### config.mk
export PLATFORM = sky130hd
export DESIGN_NAME = alu_arbiter
export DESIGN_NICKNAME = d
export VERILOG_FILES = /design/src/rtl/alu_pkg.sv /design/src/rtl/alu.sv /design/src/rtl/alu_arbiter.sv
export SDC_FILE = /design/constraint.sdc
export NUM_CORES = 1
export LEC_CHECK = 0
export ABC_CLOCK_PERIOD_IN_PS = 11850
export BUFFER_PORTS_ARGS = -buffer_cell sky130_fd_sc_hd__buf_4
export CAP_MARGIN = 40
export CORE_ASPECT_RATIO = 1.5
export CORE_MARGIN = 1.5
export CORE_UTILIZATION = 55
export CTS_BUF_LIST = sky130_fd_sc_hd__clkbuf_2
export CTS_CLUSTER_SIZE = 10
export DETAILED_ROUTE_END_ITERATION = 8
export GPL_TIMING_DRIVEN = 0
export PLACE_DENSITY = 0.88
export SLEW_MARGIN = 15
export SYNTH_ARGS = -nofsm -noshare
export SYNTH_HDL_FRONTEND = slang
export SYNTH_HIERARCHICAL = 1
export SYNTH_SLANG_ARGS = --single-unit
### constraint.sdc
create_clock -name clk -period 11.85 [get_ports clk]
set_clock_uncertainty 0.05 [all_clocks]
set_input_delay 0 -clock clk [delete_from_list [all_inputs] [get_ports clk]]
set_output_delay 0 -clock clk [all_outputs]
set_load 0.01 [all_outputs]
### src/rtl/alu_pkg.sv
// Shared types and constants for the two-requester ALU arbiter.
// Holds the data width, the ALU opcodes and the response-slot FSM encoding.
package alu_pkg;

  localparam int DATA_W = 8;

  typedef enum logic [1:0] {
    OP_ADD = 2'b00,
    OP_SUB = 2'b01,
    OP_AND = 2'b10,
    OP_OR  = 2'b11
  } alu_op_e;

  typedef enum logic {
    ST_EMPTY = 1'b0,
    ST_FULL  = 1'b1
  } arb_state_e;

endpackage

### src/rtl/alu.sv
// Combinational 8-bit ALU: ADD/SUB/AND/OR, results wrap modulo 2^DATA_W.
// No carry or borrow is produced; zero_o flags an all-zero result.
module alu
  import alu_pkg::*;
(
  input  logic [DATA_W-1:0] a_i,
  input  logic [DATA_W-1:0] b_i,
  input  alu_op_e           alu_op_i,
  output logic [DATA_W-1:0] result_o,
  output logic              zero_o
);

  always_comb begin
    result_o = '0;
    unique case (alu_op_i)
      OP_ADD: result_o = a_i + b_i;
      OP_SUB: result_o = a_i - b_i;
      OP_AND: result_o = a_i & b_i;
      OP_OR:  result_o = a_i | b_i;
      default: result_o = '0;
    endcase
    zero_o = (result_o == '0);
  end

endmodule

### src/rtl/alu_arbiter.sv
// Two requesters share one ALU; a single response register holds the result.
// Handshakes: a transfer happens on a cycle where valid and ready are both 1.
module alu_arbiter
  import alu_pkg::*;
#(
  parameter bit RR_EN = 1'b1
) (
  input  logic              clk,
  input  logic              reset,
  input  logic              req0_valid,
  input  logic [DATA_W-1:0] req0_a,
  input  logic [DATA_W-1:0] req0_b,
  input  logic [1:0]        req0_op,
  output logic              req0_ready,
  input  logic              req1_valid,
  input  logic [DATA_W-1:0] req1_a,
  input  logic [DATA_W-1:0] req1_b,
  input  logic [1:0]        req1_op,
  output logic              req1_ready,
  output logic              rsp_valid,
  input  logic              rsp_ready,
  output logic [DATA_W-1:0] rsp_result,
  output logic              rsp_zero,
  output logic              rsp_id,
  output arb_state_e        dbg_state_o,
  output logic              dbg_ptr_o
);

  arb_state_e        state_q, state_d;
  logic              ptr_q, ptr_d;
  logic [DATA_W-1:0] result_q, result_d;
  logic              zero_q, zero_d;
  logic              id_q, id_d;

  logic              slot_free;
  logic              gnt_vld;
  logic              gnt_id;
  logic [DATA_W-1:0] alu_a, alu_b, alu_result;
  logic              alu_zero;
  alu_op_e           alu_op;

  // Grant: pointer decides only under contention; fixed priority pins it to 0.
  always_comb begin
    slot_free  = (state_q == ST_EMPTY) || rsp_ready;
    gnt_vld    = !reset && slot_free && (req0_valid || req1_valid);
    if (req0_valid && req1_valid) gnt_id = RR_EN ? ptr_q : 1'b0;
    else                          gnt_id = req1_valid;
    req0_ready = gnt_vld && !gnt_id;
    req1_ready = gnt_vld && gnt_id;
  end

  always_comb begin
    alu_a  = gnt_id ? req1_a : req0_a;
    alu_b  = gnt_id ? req1_b : req0_b;
    alu_op = alu_op_e'(gnt_id ? req1_op : req0_op);
  end

  alu u_alu (
    .a_i      (alu_a),
    .b_i      (alu_b),
    .alu_op_i (alu_op),
    .result_o (alu_result),
    .zero_o   (alu_zero)
  );

  always_ff @(posedge clk) begin
    if (reset) state_q <= ST_EMPTY;
    else       state_q <= state_d;
  end

  always_comb begin
    state_d = state_q;
    unique case (state_q)
      ST_EMPTY: if (gnt_vld) state_d = ST_FULL;
      ST_FULL:  if (!gnt_vld && rsp_ready) state_d = ST_EMPTY;
      default:  state_d = ST_EMPTY;
    endcase
  end

  always_comb begin
    rsp_valid   = (state_q == ST_FULL);
    dbg_state_o = state_q;
    dbg_ptr_o   = ptr_q;
  end

  // Response data and pointer move only on an accepted transfer.
  always_comb begin
    result_d = result_q;
    zero_d   = zero_q;
    id_d     = id_q;
    ptr_d    = ptr_q;
    if (gnt_vld) begin
      result_d = alu_result;
      zero_d   = alu_zero;
      id_d     = gnt_id;
      ptr_d    = !gnt_id;
    end
  end

  always_ff @(posedge clk) begin
    if (reset) begin
      result_q <= '0;
      zero_q   <= 1'b0;
      id_q     <= 1'b0;
      ptr_q    <= 1'b0;
    end else begin
      result_q <= result_d;
      zero_q   <= zero_d;
      id_q     <= id_d;
      ptr_q    <= ptr_d;
    end
  end

  assign rsp_result = result_q;
  assign rsp_zero   = zero_q;
  assign rsp_id     = id_q;

endmodule

# Yosys cells after proc, flatten, opt, wreduce, memory -nomap -nowiden
# Index checks and enable logic that the tools add are counted.
totals:
  regBits: 12
  latch_bits: 0
  ram_bits: 0
  mem_bits_ro: 0
  input_bits: 41
  out_inout_bits: 15
  word_cells: 34
  n_memories: 0
classes:
  add_sub_neg: 2
  multipliers: 0
  n_div: 0
  order_cmp: 0
  eq_ne: 3
  shifts: 0
  muxes: 8
  bitwise: 3
  reduce_logical: 13
ops:
  columns: ["cell", "count"]
  rows:
  - ["$pmux W8 S4", 1]
  - ["$mux W8", 2]
  - ["$add A8 B8 Y8", 1]
  - ["$and A8 B8 Y8", 1]
  - ["$logic_not A8 Y1", 1]
  - ["$or A8 B8 Y8", 1]
  - ["$sub A8 B8 Y8", 1]
  - ["$logic_and A1 B1 Y1", 6]
  - ["$eq A2 B2 Y1 const B", 2]
  - ["$logic_not A1 Y1", 3]
  - ["$mux W1", 3]
  - ["$eq A2 B1 Y1 const B", 1]
  - ["$logic_not A2 Y1", 1]
  - ["$logic_or A1 B1 Y1", 2]
  - ["$mux W2", 1]
  - ["$pmux W1 S2", 1]
  - ["$not A1 Y1", 1]

# Logic depth before layout (Yosys ltp)
logic_depth:
  word_depth: 8
  mapped_depth: 18
  depth_no_buf: 16

# Modules after synthesis
# Netlist, hierarchy kept.
by_module_without_submodules:
  columns: ["module", "instances", "cells_per_inst", "area_per_inst_um2", "seq_area_each_um2"]
  rows:
  - ["alu_arbiter", 1, 66, 765.7, 240.2]
  - ["alu", 1, 95, 711.9, 0.0]

# Worst setup path after synthesis
# No wires, ideal clock.
synth_path:
  path_type: "flip-flop to flip-flop"
  start: "register ptr_q, in the netlist dbg_ptr_o"
  end: "register zero_q, in the netlist rsp_zero"
  setup_time_ns: 0.057
  arrival_ns: 3.827
  required_time_ns: 11.743
  slack_ns: 7.915
  stages_incl_launch_ff: 17
  path_buffers: 3
  synth_period_minus_slack_ns: 3.935
  path_cell_list: "dfxtp_1 -> o21ai_4 -> buf_4 -> mux2_2 -> buf_6 -> nor2b_1 -> clkbuf_1 -> mux2_2 -> fa_1 -> nor2b_1 -> o21a_2 -> o21a_1 -> o31ai_2 -> or4_1 -> or3_1 -> nor3_2 -> mux2_4"
synth_between:
  elab_chain_cells: 5
  elab_cells_between_ends: 14
  cone_classes: "2 x add/sub; 3 x eq/ne; 5 x mux; 2 x bitwise; 2 x reduce/logical"
synth_lines:
  columns: ["item", "line", "source"]
  rows:
  - ["start: declaration", "alu_arbiter.sv:30", "logic ptr_q, ptr_d;"]
  - ["start signal: assignment", "alu_arbiter.sv:110", "ptr_q <= ptr_d;"]
  - ["$mux W1 *", "alu_arbiter.sv:46", "if (req0_valid && req1_valid) gnt_id = RR_EN ? ptr_q : 1'b0;"]
  - ["$mux W2 *", "alu_arbiter.sv:55", "alu_op = alu_op_e'(gnt_id ? req1_op : req0_op);"]
  - ["named net alu_op[0]", "alu_arbiter.sv:40", "alu_op_e alu_op;"]
  - ["$eq A2 B2 Y1 (tied with other cells)", "alu.sv:15", "unique case (alu_op_i)"]
  - ["$pmux W8 S4 *", "alu.sv:15", null]
  - ["named net alu_result[4]", "alu_arbiter.sv:38", "logic [DATA_W-1:0] alu_a, alu_b, alu_result;"]
  - ["$logic_not A8 Y1 *", "alu.sv:22", "zero_o = (result_o == '0);"]
  - ["named net alu_zero", "alu_arbiter.sv:39", "logic alu_zero;"]
  - ["end signal: assignment", "alu_arbiter.sv:108", "zero_q <= zero_d;"]
  - ["end: declaration", "alu_arbiter.sv:32", "logic zero_q, zero_d;"]
# Mark *: on every way through the listed nets, which the timed path passes. The rest lies on a longest branch.
# A chain may end at the register's enable or synchronous reset.

# Worst setup path in the final report
layout_path:
  start: "input req0_valid"
  end: "register zero_q, in the netlist rsp_zero"
layout_between:
  elab_chain_cells: 6
  elab_cells_between_ends: 17
  cone_classes: "2 x add/sub; 3 x eq/ne; 5 x mux; 2 x bitwise; 5 x reduce/logical"
layout_lines:
  columns: ["item", "line", "source"]
  rows:
  - ["start: declaration", "alu_arbiter.sv:10", "input logic req0_valid,"]
  - ["$logic_and A1 B1 Y1 *", "alu_arbiter.sv:46", null]
  - ["$mux W1 *", "alu_arbiter.sv:46", null]
  - ["$mux W2 *", "alu_arbiter.sv:55", null]
  - ["named net alu_op[0]", "alu_arbiter.sv:40", null]
  - ["$eq A2 B2 Y1 (tied with other cells)", "alu.sv:15", null]
  - ["$pmux W8 S4 *", "alu.sv:15", null]
  - ["named net alu_result[4]", "alu_arbiter.sv:38", null]
  - ["$logic_not A8 Y1 *", "alu.sv:22", null]
  - ["named net alu_zero", "alu_arbiter.sv:39", null]
# Marked as above.

==> run metrics <==
status finished, final reports clean; Pre-Repair DR Iteration Count 4; Worst Hold Class input pin to register; asr flop ratio synth 0%; commonest cells after routing, fill and taps aside 58 x buf_4, 19 x mux2_2, 13 x inv_1, 13 x nor2b_1, 12 x dfxtp_1; NumNets Final ~270; drt wl/cell 13.28 µm; initial antenna violation count 0; ant diodes 0; GP Congestion 0.8418; vias in the first global route 1377; Area Growth Syn to Fin 32.94%; # IOs 56; DRT antenna net count 0; hpwl dp just under 3 mm; TNS Setup 0 ns; total power ~190 µW; RSZ-0062 raised after global routing no; first-iteration detailed-routing DRC count 21; number of synthesized flops with an enable pin 0; crit end category register; initial core utilization around 59%; Mapped Area 0.001478 mm²; Root Driver clkbuf_2; largest net degree at the start of global routing 11; CTS resizes 0; IO buf count 55; Residual DRC 0; final hold violation count 0; layout cell share with drive strength beyond 1 47.06%; Switching Fraction roughly 37%; critical-path maximum fanout 10; placement row count 22; DR vias/cell approximately 5.3; sequential area share after synthesis about 16%; Most used DFF post-synth dfxtp_1; max_slew headroom between 70% and 80%; Die Y about 66 µm; highest cell delay on the worst timing path approximately 0.54 ns; vias after detailed routing about 1400; Pwr Density a little under 100 mW/mm²; die area around 0.003 mm²; final WL roughly 3.4 mm; Comb pwr share 63.3%; critical path type input pin to register; clock slew at reported path FFs 0.11 ns; Unique masters post-synth about 40; cell count after synthesis approximately 160; LEAKAGE about 0.00094 µW; max cap viols 0; Yosys warning total 6; gr usage total 24.08%; chip width 45.32 µm; total clock sinks 12; Setup Buffers After CTS 0; Arr. time, crit path 4.64 ns; Max Freq around 220 MHz; commonest non-fill, non-tap cell in the layout buf_4; Final Cycle Share between 30% and 40%; GRT overflow 0; flops & latches, synth 12; first-pass GRT wire length around 5.6 mm; Clk Latency, worst-skew pair about 0.26 ns; Num CTS Buffers 3; htree depth 1; cell internal pwr about 120 µW; fin. max-slew vios 0; Max VDD drop about 53 µV; post-synthesis area per instance roughly 9.2 µm²; sequential fraction of design power 26.0%; clock network power share about a tenth; Setup crit start kind input pin; slowest stage cell, crit path dlygate4sd3_1; Syn Nets ~210; CTS tree done; Worst Tran Pin Value between 0.4 and 0.5 ns; WP data required between 10 and 15 ns; final worst path period need 4.471 ns; critical path, cell by cell dlygate4sd3_1, buf_4, inv_1, o21ai_4, buf_4, mux2_2, buf_6, nor2b_1, clkbuf_1, mux2_2, fa_1, nor2b_1, o21a_2, o21a_1, o31ai_2, or4_1, or3_1, nor3_2, mux2_4; Core ar. 0.002505 mm²; Sw Pwr about 72 µW; Clock Path Buffers 2; Final Setup Violations 0
-- layout make-up --
cell class	instances	area (µm²)
clock buffer	3	15.01
fill	182	540.5
clock inverter	1	3.754
inverter	13	48.80
tap	36	45.04
timing repair buffer	56	422.9
multi-input combinational	128	1111
sequential	12	240.2
buffer	8	77.57
-- final timing paths --
check / from / to / slack (ns) / depth (start not counted)
setup reg to reg: dbg_ptr_o$_SDFFE_PP0P_ / rsp_zero$_SDFFE_PP0P_ / 7.43 / 16
hold reg to reg: rsp_id$_SDFFE_PP0P_ / rsp_id$_SDFFE_PP0P_ / 0.48 / 1
hold / removal: req1_valid / dbg_state_o$_SDFF_PP0_ / 0.002 / 3
setup / recovery: req0_valid / rsp_zero$_SDFFE_PP0P_ / 7.38 / 19
-- worst max-delay path, delay by kind of cell --
| family | cells | cell delay [ns] |
|---|---|---|
| buffers and inverters | 6 | 1.41 |
| and+or+nand+nor | 5 | 1.32 |
| muxes | 3 | 0.75 |
| AOI/OAI and AO/OA | 4 | 0.73 |
| adders and majority gates | 1 | 0.44 |
-- flip-flops by register name, summed over array words and instances (netlist names) --
| name | cells |
|---|---|
| rsp_result | 8 |
| rsp_id | 1 |
| rsp_zero | 1 |
| dbg_ptr_o | 1 |
| dbg_state_o | 1 |
-- power groups by stage --
stage | registers (µW) | clock network, µW | logic (µW)
after floorplan | 53.7 | 0 | 83.1
after global placement | 50.7 | 0 | 116
after global routing | 51.0 | 22.9 | 133
after CTS | 50.3 | 20.8 | 122
after detailed placement | 51.2 | 0 | 121
final | 50.3 | 20.5 | 122
-- metal layers --
| layer | global-route usage, % | wire length (µm) | up-vias |
|---|---|---|---|
| met5 | 0 | 0 | - |
| met4 | 8.824 | 68 | 0 |
| met3 | 1.355 | 97 | 8 |
| met2 | 49.64 | 2017 | 45 |
| met1 | 22.95 | 1230 | 632 |
| li1 | - | - | 686 |
-- Yosys cell counts, types with 3 or more instances --
cell type | instances | area (µm²)
ha_1 | 10 | 125.1
nor3_1 | 4 | 20.02
inv_1 | 13 | 48.80
a31oi_1 | 6 | 37.54
dfxtp_1 | 12 | 240.2
nor2_1 | 7 | 26.28
xnor2_1 | 7 | 61.31
maj3_1 | 4 | 40.04
mux2_2 | 19 | 214.0
a21oi_1 | 4 | 20.02
o21ai_0 | 4 | 20.02
o21a_1 | 3 | 22.52
nand2_1 | 9 | 33.78
mux2_4 | 9 | 135.1
buf_4 | 3 | 22.52
nor2b_1 | 13 | 81.33
xor2_1 | 3 | 26.28
-- logic make-up after synthesis --
| kind of cell | synth area share (%) |
|---|---|
| AND/OR/NAND/NOR | 16.34 |
| multiplexers | 24.98 |
| buffers and inverters | 8.552 |
| AO/OA/AOI/OAI | 13.89 |
| flip-flops | 16.26 |
| adder cells (fa/ha/maj) | 14.06 |
| XOR/XNOR | 5.928 |
-- repair_timing --
item | 4_1_cts | 5_1_grt
hold endpoints to repair | 1 | 0
hold buffers | 1 | 0
setup endpoints to repair | 0 | 0
-- through the flow --
stage	setup WS [ns]	std cells	utilization, %	area [µm²]	hold slack (ns)
after global placement	7.596	252	77.27	1936	0.2340
after CTS	7.380	257	78.42	1964	0.0005388
after floorplan	7.915	161	-	1478	0.09288
after detailed placement	7.444	252	77.27	1936	0.2482
after global routing	7.224	257	78.42	1964	0.04623
final	7.379	257	78.42	1964	0.001705
(Power assumes the default switching activity.)
